<file path="config.mk">
export PLATFORM = sky130hd
export DESIGN_NAME = axis_skid_slice
export DESIGN_NICKNAME = d
export VERILOG_FILES = /design/src/rtl/axis_pkg.sv /design/src/rtl/axis_beat_reg.sv /design/src/rtl/axis_skid_slice.sv
export SDC_FILE = /design/constraint.sdc
export NUM_CORES = 1
export LEC_CHECK = 0
export ABC_AREA = 1
export CORE_ASPECT_RATIO = 2
export CORE_MARGIN = 3
export CORE_UTILIZATION = 50
export CTS_CLUSTER_SIZE = 30
export DETAILED_ROUTE_END_ITERATION = 16
export PLACE_DENSITY = 0.75
export RECOVER_POWER = 25
export SLEW_MARGIN = 0
export SYNTH_ARGS = -nofsm -noshare
export SYNTH_HDL_FRONTEND = slang
export SYNTH_SLANG_ARGS = --single-unit
export TNS_END_PERCENT = 20
</file>
<file path="constraint.sdc">
create_clock -name clk -period 1.36 [get_ports clk]
set_input_delay 0.272 -clock clk [delete_from_list [all_inputs] [get_ports clk]]
set_output_delay 0.272 -clock clk [all_outputs]
set_load 0.01 [all_outputs]
</file>
<file path="src/rtl/axis_pkg.sv">
// Shared constants for the AXI-Stream register slice: mode selectors and
// the skid-buffer state encoding (the state value doubles as the beat count).
package axis_pkg;

  localparam int BYPASS = 0;
  localparam int FWD    = 1;
  localparam int SKID   = 2;

  typedef enum logic [1:0] {
    EMPTY = 2'd0,
    ONE   = 2'd1,
    TWO   = 2'd2
  } skid_state_t;

  function automatic logic [1:0] state_count(skid_state_t s);
    case (s)
      EMPTY:   return 2'd0;
      ONE:     return 2'd1;
      TWO:     return 2'd2;
      default: return 2'd0;
    endcase
  endfunction

endpackage

</file>
<file path="src/rtl/axis_beat_reg.sv">
// One AXI-Stream beat {data, keep, last} held in flops.
// Reset and clear both zero the beat; load captures a new beat.
module axis_beat_reg #(
  parameter int DW = 32,
  parameter int KW = DW/8
) (
  input  logic          clk,
  input  logic          resetn,
  input  logic          load,
  input  logic          clear,
  input  logic [DW-1:0] d_data,
  input  logic [KW-1:0] d_keep,
  input  logic          d_last,
  output logic [DW-1:0] q_data,
  output logic [KW-1:0] q_keep,
  output logic          q_last
);

  logic [DW-1:0] data_reg;
  logic [KW-1:0] keep_reg;
  logic          last_reg;

  always_ff @(posedge clk) begin
    if (!resetn || clear) begin
      data_reg <= '0;
      keep_reg <= '0;
      last_reg <= 1'b0;
    end else if (load) begin
      data_reg <= d_data;
      keep_reg <= d_keep;
      last_reg <= d_last;
    end
  end

  assign q_data = data_reg;
  assign q_keep = keep_reg;
  assign q_last = last_reg;

endmodule

</file>
<file path="src/rtl/axis_skid_slice.sv">
// AXI-Stream register slice: bypass, forward-registered, or full skid buffer
// selected at elaboration by MODE.
module axis_skid_slice
  import axis_pkg::*;
#(
  parameter int DW   = 32,
  parameter int KW   = DW/8,
  parameter int MODE = 2
) (
  input  logic          clk,
  input  logic          resetn,
  input  logic [DW-1:0] s_axis_data,
  input  logic [KW-1:0] s_axis_keep,
  input  logic          s_axis_last,
  input  logic          s_axis_valid,
  output logic          s_axis_ready,
  output logic [DW-1:0] m_axis_data,
  output logic [KW-1:0] m_axis_keep,
  output logic          m_axis_last,
  output logic          m_axis_valid,
  input  logic          m_axis_ready,
  output logic [1:0]    occupancy
);

  generate
    if (DW < 8 || DW > 1024 || (DW % 8) != 0) begin : g_bad_dw
      $error("axis_skid_slice: DW=%0d must be a multiple of 8 in 8..1024", DW);
    end

    if (MODE == BYPASS) begin : g_bypass
      logic unused_clk_rst;
      assign unused_clk_rst = clk ^ resetn;

      assign m_axis_data  = s_axis_data;
      assign m_axis_keep  = s_axis_keep;
      assign m_axis_last  = s_axis_last;
      assign m_axis_valid = s_axis_valid;
      assign s_axis_ready = m_axis_ready;
      assign occupancy    = 2'd0;

    end else if (MODE == FWD) begin : g_fwd
      logic valid_reg;
      logic in_fire;

      // Accept whenever the output register is free or being drained this cycle.
      assign s_axis_ready = m_axis_ready | ~valid_reg;
      assign in_fire      = s_axis_valid & s_axis_ready;

      always_ff @(posedge clk) begin
        if (!resetn) begin
          valid_reg <= 1'b0;
        end else if (s_axis_ready) begin
          valid_reg <= s_axis_valid;
        end
      end

      axis_beat_reg #(.DW(DW), .KW(KW)) u_out_reg (
        .clk    (clk),
        .resetn (resetn),
        .load   (in_fire),
        .clear  (1'b0),
        .d_data (s_axis_data),
        .d_keep (s_axis_keep),
        .d_last (s_axis_last),
        .q_data (m_axis_data),
        .q_keep (m_axis_keep),
        .q_last (m_axis_last)
      );

      assign m_axis_valid = valid_reg;
      assign occupancy    = {1'b0, valid_reg};

    end else if (MODE == SKID) begin : g_skid
      skid_state_t   state_reg, state_next;
      logic          ready_reg;
      logic          in_fire, out_fire;
      logic          out_load, out_sel_skid, skid_load, skid_clear;
      logic [DW-1:0] skid_data, out_d_data;
      logic [KW-1:0] skid_keep, out_d_keep;
      logic          skid_last, out_d_last;

      assign in_fire  = s_axis_valid & ready_reg;
      assign out_fire = m_axis_valid & m_axis_ready;

      always_comb begin
        state_next   = state_reg;
        out_load     = 1'b0;
        out_sel_skid = 1'b0;
        skid_load    = 1'b0;
        skid_clear   = 1'b0;
        case (state_reg)
          EMPTY: begin
            if (in_fire) begin
              state_next = ONE;
              out_load   = 1'b1;
            end
          end
          ONE: begin
            if (in_fire && out_fire) begin
              out_load = 1'b1;
            end else if (in_fire) begin
              state_next = TWO;
              skid_load  = 1'b1;
            end else if (out_fire) begin
              state_next = EMPTY;
            end
          end
          TWO: begin
            // ready_reg is low here, so only the drain path exists.
            if (out_fire) begin
              state_next   = ONE;
              out_load     = 1'b1;
              out_sel_skid = 1'b1;
              skid_clear   = 1'b1;
            end
          end
          default: state_next = EMPTY;
        endcase
      end

      // Ready is a pure flop: it is low through reset and the first cycle after.
      always_ff @(posedge clk) begin
        if (!resetn) begin
          state_reg <= EMPTY;
          ready_reg <= 1'b0;
        end else begin
          state_reg <= state_next;
          ready_reg <= (state_next != TWO);
        end
      end

      assign out_d_data = out_sel_skid ? skid_data : s_axis_data;
      assign out_d_keep = out_sel_skid ? skid_keep : s_axis_keep;
      assign out_d_last = out_sel_skid ? skid_last : s_axis_last;

      axis_beat_reg #(.DW(DW), .KW(KW)) u_out_reg (
        .clk    (clk),
        .resetn (resetn),
        .load   (out_load),
        .clear  (1'b0),
        .d_data (out_d_data),
        .d_keep (out_d_keep),
        .d_last (out_d_last),
        .q_data (m_axis_data),
        .q_keep (m_axis_keep),
        .q_last (m_axis_last)
      );

      axis_beat_reg #(.DW(DW), .KW(KW)) u_skid_reg (
        .clk    (clk),
        .resetn (resetn),
        .load   (skid_load),
        .clear  (skid_clear),
        .d_data (s_axis_data),
        .d_keep (s_axis_keep),
        .d_last (s_axis_last),
        .q_data (skid_data),
        .q_keep (skid_keep),
        .q_last (skid_last)
      );

      assign s_axis_ready = ready_reg;
      assign m_axis_valid = (state_reg != EMPTY);
      assign occupancy    = state_count(state_reg);

    end else begin : g_bad_mode
      $error("axis_skid_slice: MODE=%0d is not 0, 1 or 2", MODE);
      assign m_axis_data  = '0;
      assign m_axis_keep  = '0;
      assign m_axis_last  = 1'b0;
      assign m_axis_valid = 1'b0;
      assign s_axis_ready = 1'b0;
      assign occupancy    = 2'd0;
    end
  endgenerate

endmodule
</file>
Yosys cells after proc, flatten, opt, wreduce, memory -nomap -nowiden
Index checks and enable logic that the tools add are counted.
{ "word_totals": {"ff_bits": 77, "in_bits": 41, "output_inout_bits": 41, "wordCells": 35} }
{ "op_classes": {"eq_ne": 3, "mux": 17, "bitwise": 2, "reduce_logical": 5} }
{ "ops": {"columns": ["operator", "n"], "rows": [
  ["2-to-1 mux 32 bit", 1],
  ["2-to-1 mux 2 bit", 5],
  ["2-to-1 mux 1 bit", 7],
  ["case mux 2 bit (3 select lines)", 1],
  ["2-to-1 mux 4 bit", 1],
  ["case mux 2 bit (2 select lines)", 1],
  ["case mux 1 bit (3 select lines)", 1],
  ["bitwise AND 1 bit", 2],
  ["== test 2 x 1 -> 1 bit (second input constant)", 1],
  ["== test 2 bit (second input constant)", 1],
  ["zero test 2 bit", 1],
  ["inequality test 2 bit (second input constant)", 1],
  ["nonzero test 2 bit", 1],
  ["logical AND 1 bit", 1],
  ["zero test 1 bit", 1],
  ["logical OR 1 bit", 1]
]} }

Logic depth before layout (Yosys ltp)
Gate-level depths: netlist (run 1).
{ "logic_depth": {"depth_word": 7, "ltp_mapped": 9, "depth_no_buf": 7} }

By module
From an unflattened synthesis (run 1), not the netlist that was laid out.
{ "hier_totals": {"cells_unflattened": 470, "area_unflattened_um2": 3530.9} }
{ "modules_own_cells": {"columns": ["module", "n_inst", "cells_per_inst", "area_each_um2", "seq_area_each_um2"], "rows": [
  ["axis_beat_reg", 2, 161, 1422.6, 740.7],
  ["axis_skid_slice", 1, 148, 685.7, 60.1]
]} }

Worst setup path after synthesis (run 1)
OpenSTA, ideal clock, no wires.
{ "synth_timing": {"kind": "register to register", "from": "reg g_skid.state_reg[1]", "to": "reg g_skid.u_skid_reg.data_reg[10], in the netlist g_skid.u_skid_reg.q_data[10]", "setup_time_ps": 114, "arrival_time_ps": 1081, "required_time_ps": 1246, "path_slack_ps": 165, "stages_incl_launch_ff": 9, "path_buffers": 2, "period_less_slack_ps": 1195, "cell_sequence": "dfxtp_1 inv_2 nand2_1 nor2_2 nand2_2 buf_6 buf_6 o21bai_1 nor2_1"} }
{ "synth_between": {"elab_chain_cells": 5, "word_cells_on_any_way": 10, "cone_classes": "eq/ne: 2; mux: 4; bitwise: 1; reduce/logical: 3"} }
{ "synth_lines": {"columns": ["item", "line", "rtl"], "rows": [
  ["start: declaration", "axis_skid_slice.sv:74", "skid_state_t state_reg, state_next;"],
  ["start signal: assignment", "axis_skid_slice.sv:127", "state_reg <= state_next;"],
  ["nonzero test 2 bit", "axis_skid_slice.sv:163", "assign m_axis_valid = (state_reg != EMPTY);"],
  ["bitwise AND 1 bit", "axis_skid_slice.sv:83", "assign out_fire = m_axis_valid & m_axis_ready;"],
  ["logical AND 1 bit / 2-to-1 mux 1 bit (equally long branches)", "axis_skid_slice.sv:99, axis_skid_slice.sv:110", null],
  ["2-to-1 mux 1 bit, on equally long branches", "axis_skid_slice.sv:99, axis_skid_slice.sv:91", null],
  ["2-to-1 mux 1 bit / logical OR 1 bit (equally long branches)", "axis_skid_slice.sv:91, axis_beat_reg.sv:24", null],
  ["end signal: assignment", "axis_beat_reg.sv:29", "data_reg <= d_data;"],
  ["end: declaration", "axis_beat_reg.sv:19", "logic [DW-1:0] data_reg;"]
]} }
Parallel ways exist; a longest one is shown, timed or not.
A chain may end at the register's enable or synchronous reset.

Worst setup path after layout (run 1)
{ "layout_timing": {"from": "reg g_skid.u_out_reg.data_reg[17], in the netlist g_skid.u_out_reg.q_data[17]", "to": "out m_axis_data[17]"} }
{ "layout_rtl": {"columns": ["item", "line", "rtl"], "rows": [
  ["start: declaration", "axis_beat_reg.sv:19", null],
  ["start signal: assignment", "axis_beat_reg.sv:29", null],
  ["end: declaration", "axis_skid_slice.sv:17", "output logic [DW-1:0] m_axis_data,"]
]} }
No word-level cell between the ends.

==> results.yml, run 1 <==
routing:
  first_pass_iters: 4
  via_count: 3456
  via_per_inst: 4.86
  drt-total-wl_um: 8730
  antenna_left: 0
  wl_per_cell_um: 12.3
  wl_met3_um: 411
  wl_met1_um: 3550
  drt-initial-drc-count: 186
  post-route-drc-count: 0
  dr_wl_met2_um: 4490
  highest_layer: "met4"
clock_network:
  cts-root-buf: "clkbuf_16"
  clock_latency_ps: 330
  cts_tree: "yes"
  clockBufferDepth: 2
  htreeDepth: 3
  clock_sinks: 77
  cts_buffers: 9
  post_cts_buffers: 0
  hold_buffers: 0
  clk_pin_slew_ps: 60
global_route:
  first_global_vias: 3275
  grt_use_total_pct: 22.4
  grt_max_degree: 38
  grt_antenna_before_repair: 0
  grt_pass1_wl_um: 14600
  overflow: 0
sta:
  fin_skew_ps: 2.15
  drv_slew: 0
  fin_ws_ps: 94.0
  min_period_ps: 1270
  hold_violations: 0
  setup_viol: 0
  relSlewSlack_pct: 72.1
  fmax_mhz: 790
  fin_hold_ws_ps: 282
  fin_crit_sh_pct: 93.1
  worst_pin_slew_ps: 419
  rsz0062_at_grt: "no"
place:
  gp_congestion: 0.753
  dpl_cell_area_um2: 4540
  place_ws_ps: -203
  io_buffer_count: 81
  numPlacedInstances: 696
  dp_hpwl_um: 5780
outcome:
  outcome: "completed"
run:
  maxCapViolCount: 0
floorplan:
  rows: 43
  dieArea_um2: 8410
  die_height_um: 127
  initial_utilization_pct: 52.1
  pin_count: 82
  placeableCoreArea_um2: 6990
  dieWidth_um: 66.4
worst_setup_path:
  crit_family: "flip-flops"
  critPathBufInv: 1
  rrSetupSlack_ps: 120
  worst-setup-path-type: "reg2out"
  reg2reg_from: "g_skid.state_reg[1]$_SDFF_PN0_"
  timing.rr.end: "g_skid.u_skid_reg.q_data[26]$_SDFFE_PP0P_"
  crit_slowest_cell: "dfxtp_1"
  path_cells: "dlygate4sd2_1"
  r2r_cells: 8
  path_max_fanout: 2
  crit_path_end_kind: "output pin"
  cp-start-kind: "flip-flop"
  arrival_ps: 990
  crit_path_max_incr_delay_ps: 380
  cp_data_required_time_ps: 1090
cells_and_area:
  syn2layout_area_growth_pct: 31.1
  fin_cells: 711
  layout-drive-gt1-share_pct: 7.73
  num_antenna_cells: 0
  fin_nets: 658
  n_fill_cell: 659
  finalInstanceArea_um2: 4780
  fin_util_pct: 68.3
power:
  leakage_nw: 2.38
  irDropWorstVdd_v: 0.00101
  powerDensity_nw_per_um2: 1210
logic_synthesis:
  synth-main-ff-cell: "dfxtp_1"
  syn_inst: 543
  synth_seq_cells: 77
  ys_top_cells_by_count: "nand2_1 (154), nor2_1 (149), dfxtp_1 (77), inv_1 (41), nand3_1 (38)"
  synth_warnings: 0
  post-synth-top-count-cell: "nand2_1"
  synthDominantCellAreaShare_pct: 42.3
  synth_edf_count: 0
  syn_nets: 584
  synthArstFlopShare_pct: 0
  yosysTopAreaCell: "dfxtp_1"
  ys_seq_area_share_pct: 42.3
  syn_area_um2: 3640
  synth.area.top_cells: "dfxtp_1 (42%), nand2_1 (16%), nor2_1 (15%), o21bai_1 (6.8%), nand3_1 (5.2%)"
  syn_area_per_cell_um2: 6.71
  yosysUniqueCellTypes: 19
hold_path:
  whs_endpoint: "g_skid.state_reg[0]$_SDFF_PN0_"
  hold_depth: 4
  holdCritPathClass: "in2reg"
  hp-start: "m_axis_ready"
## where the power goes
| group | internal, W | switching [W] | total (W) |
|---|---|---|---|
| registers | 0.00239 | 0.0000695 | 0.00246 |
| clock network | 0.00151 | 0.000868 | 0.00238 |
| logic | 0.000442 | 0.000484 | 0.000925 |
## layer usage
metal | track usage (%) | vias up
met1 | 24.1 | 1562
met3 | 6.02 | 19
met5 | 0 | -
li1 | - | 1787
met4 | 11.4 | 0
met2 | 38.8 | 88
## stage by stage
stage	TNS, ps	power [W]
final	0	0.00576
after global routing	0	0.00601
after CTS	0	0.00582
after detailed placement	-11080	0.00352
after global placement	-8440	0.00350
after floorplan	0	0.00305
## what timing repair did
| item | CTS | global route |
|---|---|---|
| cloned | 0 | 0 |
| hold endpoints to repair | 0 | 0 |
| resized for setup | 49 | 3 |
| setup endpoints to repair | 41 | 31 |
## cell families (layout without fill, tap and decap cells)
logic type	Yosys count	in the layout	synth area share (%)
buffers and inverters	78	156	11.5
AO/OA/AOI/OAI	39	39	8.31
AND/OR/NAND/NOR	349	349	37.9
flip-flops	77	77	42.3
## worst max path at each step
stage                                             start                                   endpoint  slack [ps]  cells after the start
5_1_grt                  g_skid.state_reg[1]$_SDFF_PN0_   g_skid.u_skid_reg.q_keep[3]$_SDFFE_PP0P_          20                      7
4_1_cts                  g_skid.state_reg[1]$_SDFF_PN0_                               occupancy[1]         0.8                      3
3_5_place_dp                               s_axis_valid   g_skid.u_out_reg.q_data[20]$_SDFFE_PN0P_        -200                      7
3_3_place_gp                               s_axis_valid   g_skid.u_out_reg.q_data[21]$_SDFFE_PN0P_        -150                      7
6_report       g_skid.u_out_reg.q_data[17]$_SDFFE_PN0P_                            m_axis_data[17]          90                      1
2_1_floorplan            g_skid.state_reg[1]$_SDFF_PN0_  g_skid.u_skid_reg.q_data[10]$_SDFFE_PP0P_         170                      8
## final cells by class
cell class	instances	area (µm²)	area share, %
clock buffers	14	264	5.53
multi-input cells	388	1690	35.4
repair buffers	97	967	20.2
clock inverters	1	30.0	0.628
flip-flops and latches	77	1550	32.3
inverters	44	168	3.51
well taps	90	113	2.36
## placed cells by master (no fill, tap or decap), drive strengths merged
master,instances
nand2,158
and2,1
a21oi,2
dlygate4sd2,38
clkbuf,16
dfxtp,77
nor2,151
buf,18
nand3,39
clkdlybuf4s50,38
dlygate4sd3,1
inv,44
bufinv,1
o21bai,37
(Power assumes the default switching activity.)
==> run 2, diff against run 1 <==
--- a/config.mk
+++ b/config.mk
@@ -11,7 +11,7 @@
 export CORE_UTILIZATION = 50
 export CTS_CLUSTER_SIZE = 30
 export DETAILED_ROUTE_END_ITERATION = 16
-export PLACE_DENSITY = 0.75
+export PLACE_DENSITY = 0.79
 export RECOVER_POWER = 25
 export SLEW_MARGIN = 0
 export SYNTH_ARGS = -nofsm -noshare
==> constraint.sdc (replaced) <==
create_clock -name clk -period 1.36 [get_ports clk]
set_input_delay 0.34 -clock clk [delete_from_list [all_inputs] [get_ports clk]]
set_output_delay 0.34 -clock clk [all_outputs]
set_load 0.01 [all_outputs]
==> run 2 against run 1 <==
Design area is 2.1% higher. Sequential share of layout area decreased by 0.63 points. First-iteration DRC count increased by 37%. Cell count is 0.42% higher. Combinational power rose by 3.9%. Power is 2.0% lower. Flip-flop and latch count unchanged.
==> results.yml, run 2 (synthesis gave the netlist of run 1 again) <==
routing:
  antenna_left: 0
  wl_per_cell_um: 12.5
  wl_met1_um: 3430
  drt-total-wl_um: 8920
  via_count: 3515
  dr_wl_met2_um: 4800
  first_pass_iters: 4
  post-route-drc-count: 0
  highest_layer: "met4"
  drt-initial-drc-count: 254
  wl_met3_um: 513
  via_per_inst: 4.92
power:
  leakage_nw: 2.43
  irDropWorstVdd_v: 0.000780
  internal_power_w: 0.00422
  power_w: 0.00564
  swShare_pct: 25.3
  p_seq_share_pct: 43.5
  pwr-share-clk_pct: 39.5
  powerDensity_nw_per_um2: 1160
  combPwrFrac_pct: 17.0
  switching_power_w: 0.00143
cells_and_area:
  finalInstanceArea_um2: 4880
  layout-drive-gt1-share_pct: 8.97
  n_fill_cell: 607
  fin_util_pct: 69.7
  layout_common_cells: "nand2_1 (153), nor2_1 (149), dfxtp_1 (75)"
  layout_commonest_cell: "nand2_1"
  fin_nets: 661
  syn2layout_area_growth_pct: 33.9
  num_antenna_cells: 0
  fin_cells: 714
floorplan:
  placeableCoreArea_um2: 6990
  die_height_um: 127
  dieWidth_um: 66.4
  initial_utilization_pct: 52.1
  dieArea_um2: 8410
  pin_count: 82
  rows: 43
worst_setup_path:
  cp-start-kind: "flip-flop"
  cp_data_required_time_ps: 1020
  path_cells: "dlygate4sd2_1"
  crit_slowest_cell: "dfxtp_1"
  crit_path_end_kind: "output pin"
  worst-setup-path-type: "reg2out"
  crit_family: "flip-flops"
  critPathBufInv: 1
  arrival_ps: 970
  path_max_fanout: 2
  crit_path_max_incr_delay_ps: 360
clock_network:
  cts-root-buf: "clkbuf_16"
  htreeDepth: 3
  cts_tree: "yes"
  clockBufferDepth: 2
  post_cts_buffers: 0
  hold_buffers: 0
  clock_latency_ps: 330
  clk_pin_slew_ps: 50
  cts_buffers: 9
  clock_sinks: 77
place:
  gp_congestion: 0.749
  dp_hpwl_um: 5660
  dpl_cell_area_um2: 4550
  io_buffer_count: 81
  numPlacedInstances: 697
global_route:
  grt_use_total_pct: 21.6
  overflow: 0
  first_global_vias: 3233
  grt_max_degree: 41
  grt_antenna_before_repair: 0
  grt_pass1_wl_um: 14200
outcome:
  outcome: "completed"
sta:
  fmax_mhz: 762
  hold_violations: 0
  worst_pin_slew_ps: 294
  setup_tns_ps: 0
  fin_crit_sh_pct: 96.5
  drv_slew: 0
  min_period_ps: 1310
  fin_skew_ps: 7.76
  setup_viol: 0
  relSlewSlack_pct: 80.4
  rsz0062_at_grt: "yes"
hold_path:
  holdCritPathClass: "in2reg"
run:
  maxCapViolCount: 0
run 2: changes by cell type in the layout (fill, tap and decap cells not counted), moves of 2 or more:
cell / change
o21bai_4: +2
nand2_2: -2
nand2_4: +2
buf_6: +2
buf_4: -2
o21bai_1: -2
clkbuf_2: -2
buf_2: +3
run 2: cell type report:
class / instances / area, µm² / area share (%)
Multi-Input combinational cell: 388 / 1740 / 35.6
Sequential cell: 77 / 1550 / 31.7
Clock inverter: 1 / 5.00 / 0.103
Clock buffer: 14 / 274 / 5.62
Tap cell: 90 / 113 / 2.31
Inverter: 44 / 173 / 3.54
Timing Repair Buffer: 100 / 1030 / 21.1
run 2: what timing repair did:
item / in CTS / in global routing
resized for setup: 54 / 12
pin swaps: 0 / 0
setup endpoints to repair: 80 / 62
cloned: 0 / 2
run 2: worst paths after layout:
kind / from / to / slack [ps] / cells after the start
worst max register to register: g_skid.state_reg[1]$_SDFF_PN0_ / g_skid.u_skid_reg.q_keep[0]$_SDFFE_PP0P_ / 70 / 8
worst max-delay path: g_skid.u_out_reg.q_data[0]$_SDFFE_PN0P_ / m_axis_data[0] / 50 / 1
worst min register to register: g_skid.u_skid_reg.q_data[17]$_SDFFE_PP0P_ / g_skid.u_skid_reg.q_data[17]$_SDFFE_PP0P_ / 480 / 2
worst min-delay path: resetn / g_skid.u_out_reg.q_data[9]$_SDFFE_PN0P_ / 370 / 3
run 2: metrics by stage:
| step | hold WS, ps | setup slack (ps) |
|---|---|---|
| 2_1_floorplan | 456 | 165 |
| 3_3_place_gp | 462 | -179 |
| 3_5_place_dp | 473 | -236 |
| 4_1_cts | 349 | 12.8 |
| 5_1_grt | 370 | -8.11 |
| 6_report | 367 | 47.4 |
run 2: layer usage:
metal / GRT usage [%] / vias up
li1: - / 1800
met1: 24.1 / 1598
met2: 37.9 / 102
met3: 4.52 / 15
met4: 9.58 / 0
met5: 0 / -
run 2: worst reg2reg max path, stage by stage (launching register included):
cell and delay [ps]:
dfxtp_2 330, inv_4 80, nand2_1 70, buf_4 140
nor2_4 100, nand2_4 100, buf_12 170, o21bai_1 150
nor2_1 60
run 2: power groups by stage:
stage | sequential, W | clock [W] | combinational, W
finish | 0.00246 | 0.00223 | 0.000961
global route | 0.00247 | 0.00236 | 0.00107
CTS | 0.00246 | 0.00226 | 0.000932
detailed placement | 0.00251 | 0 | 0.00100
global placement | 0.00250 | 0 | 0.000981
floorplan | 0.00255 | 0 | 0.000498
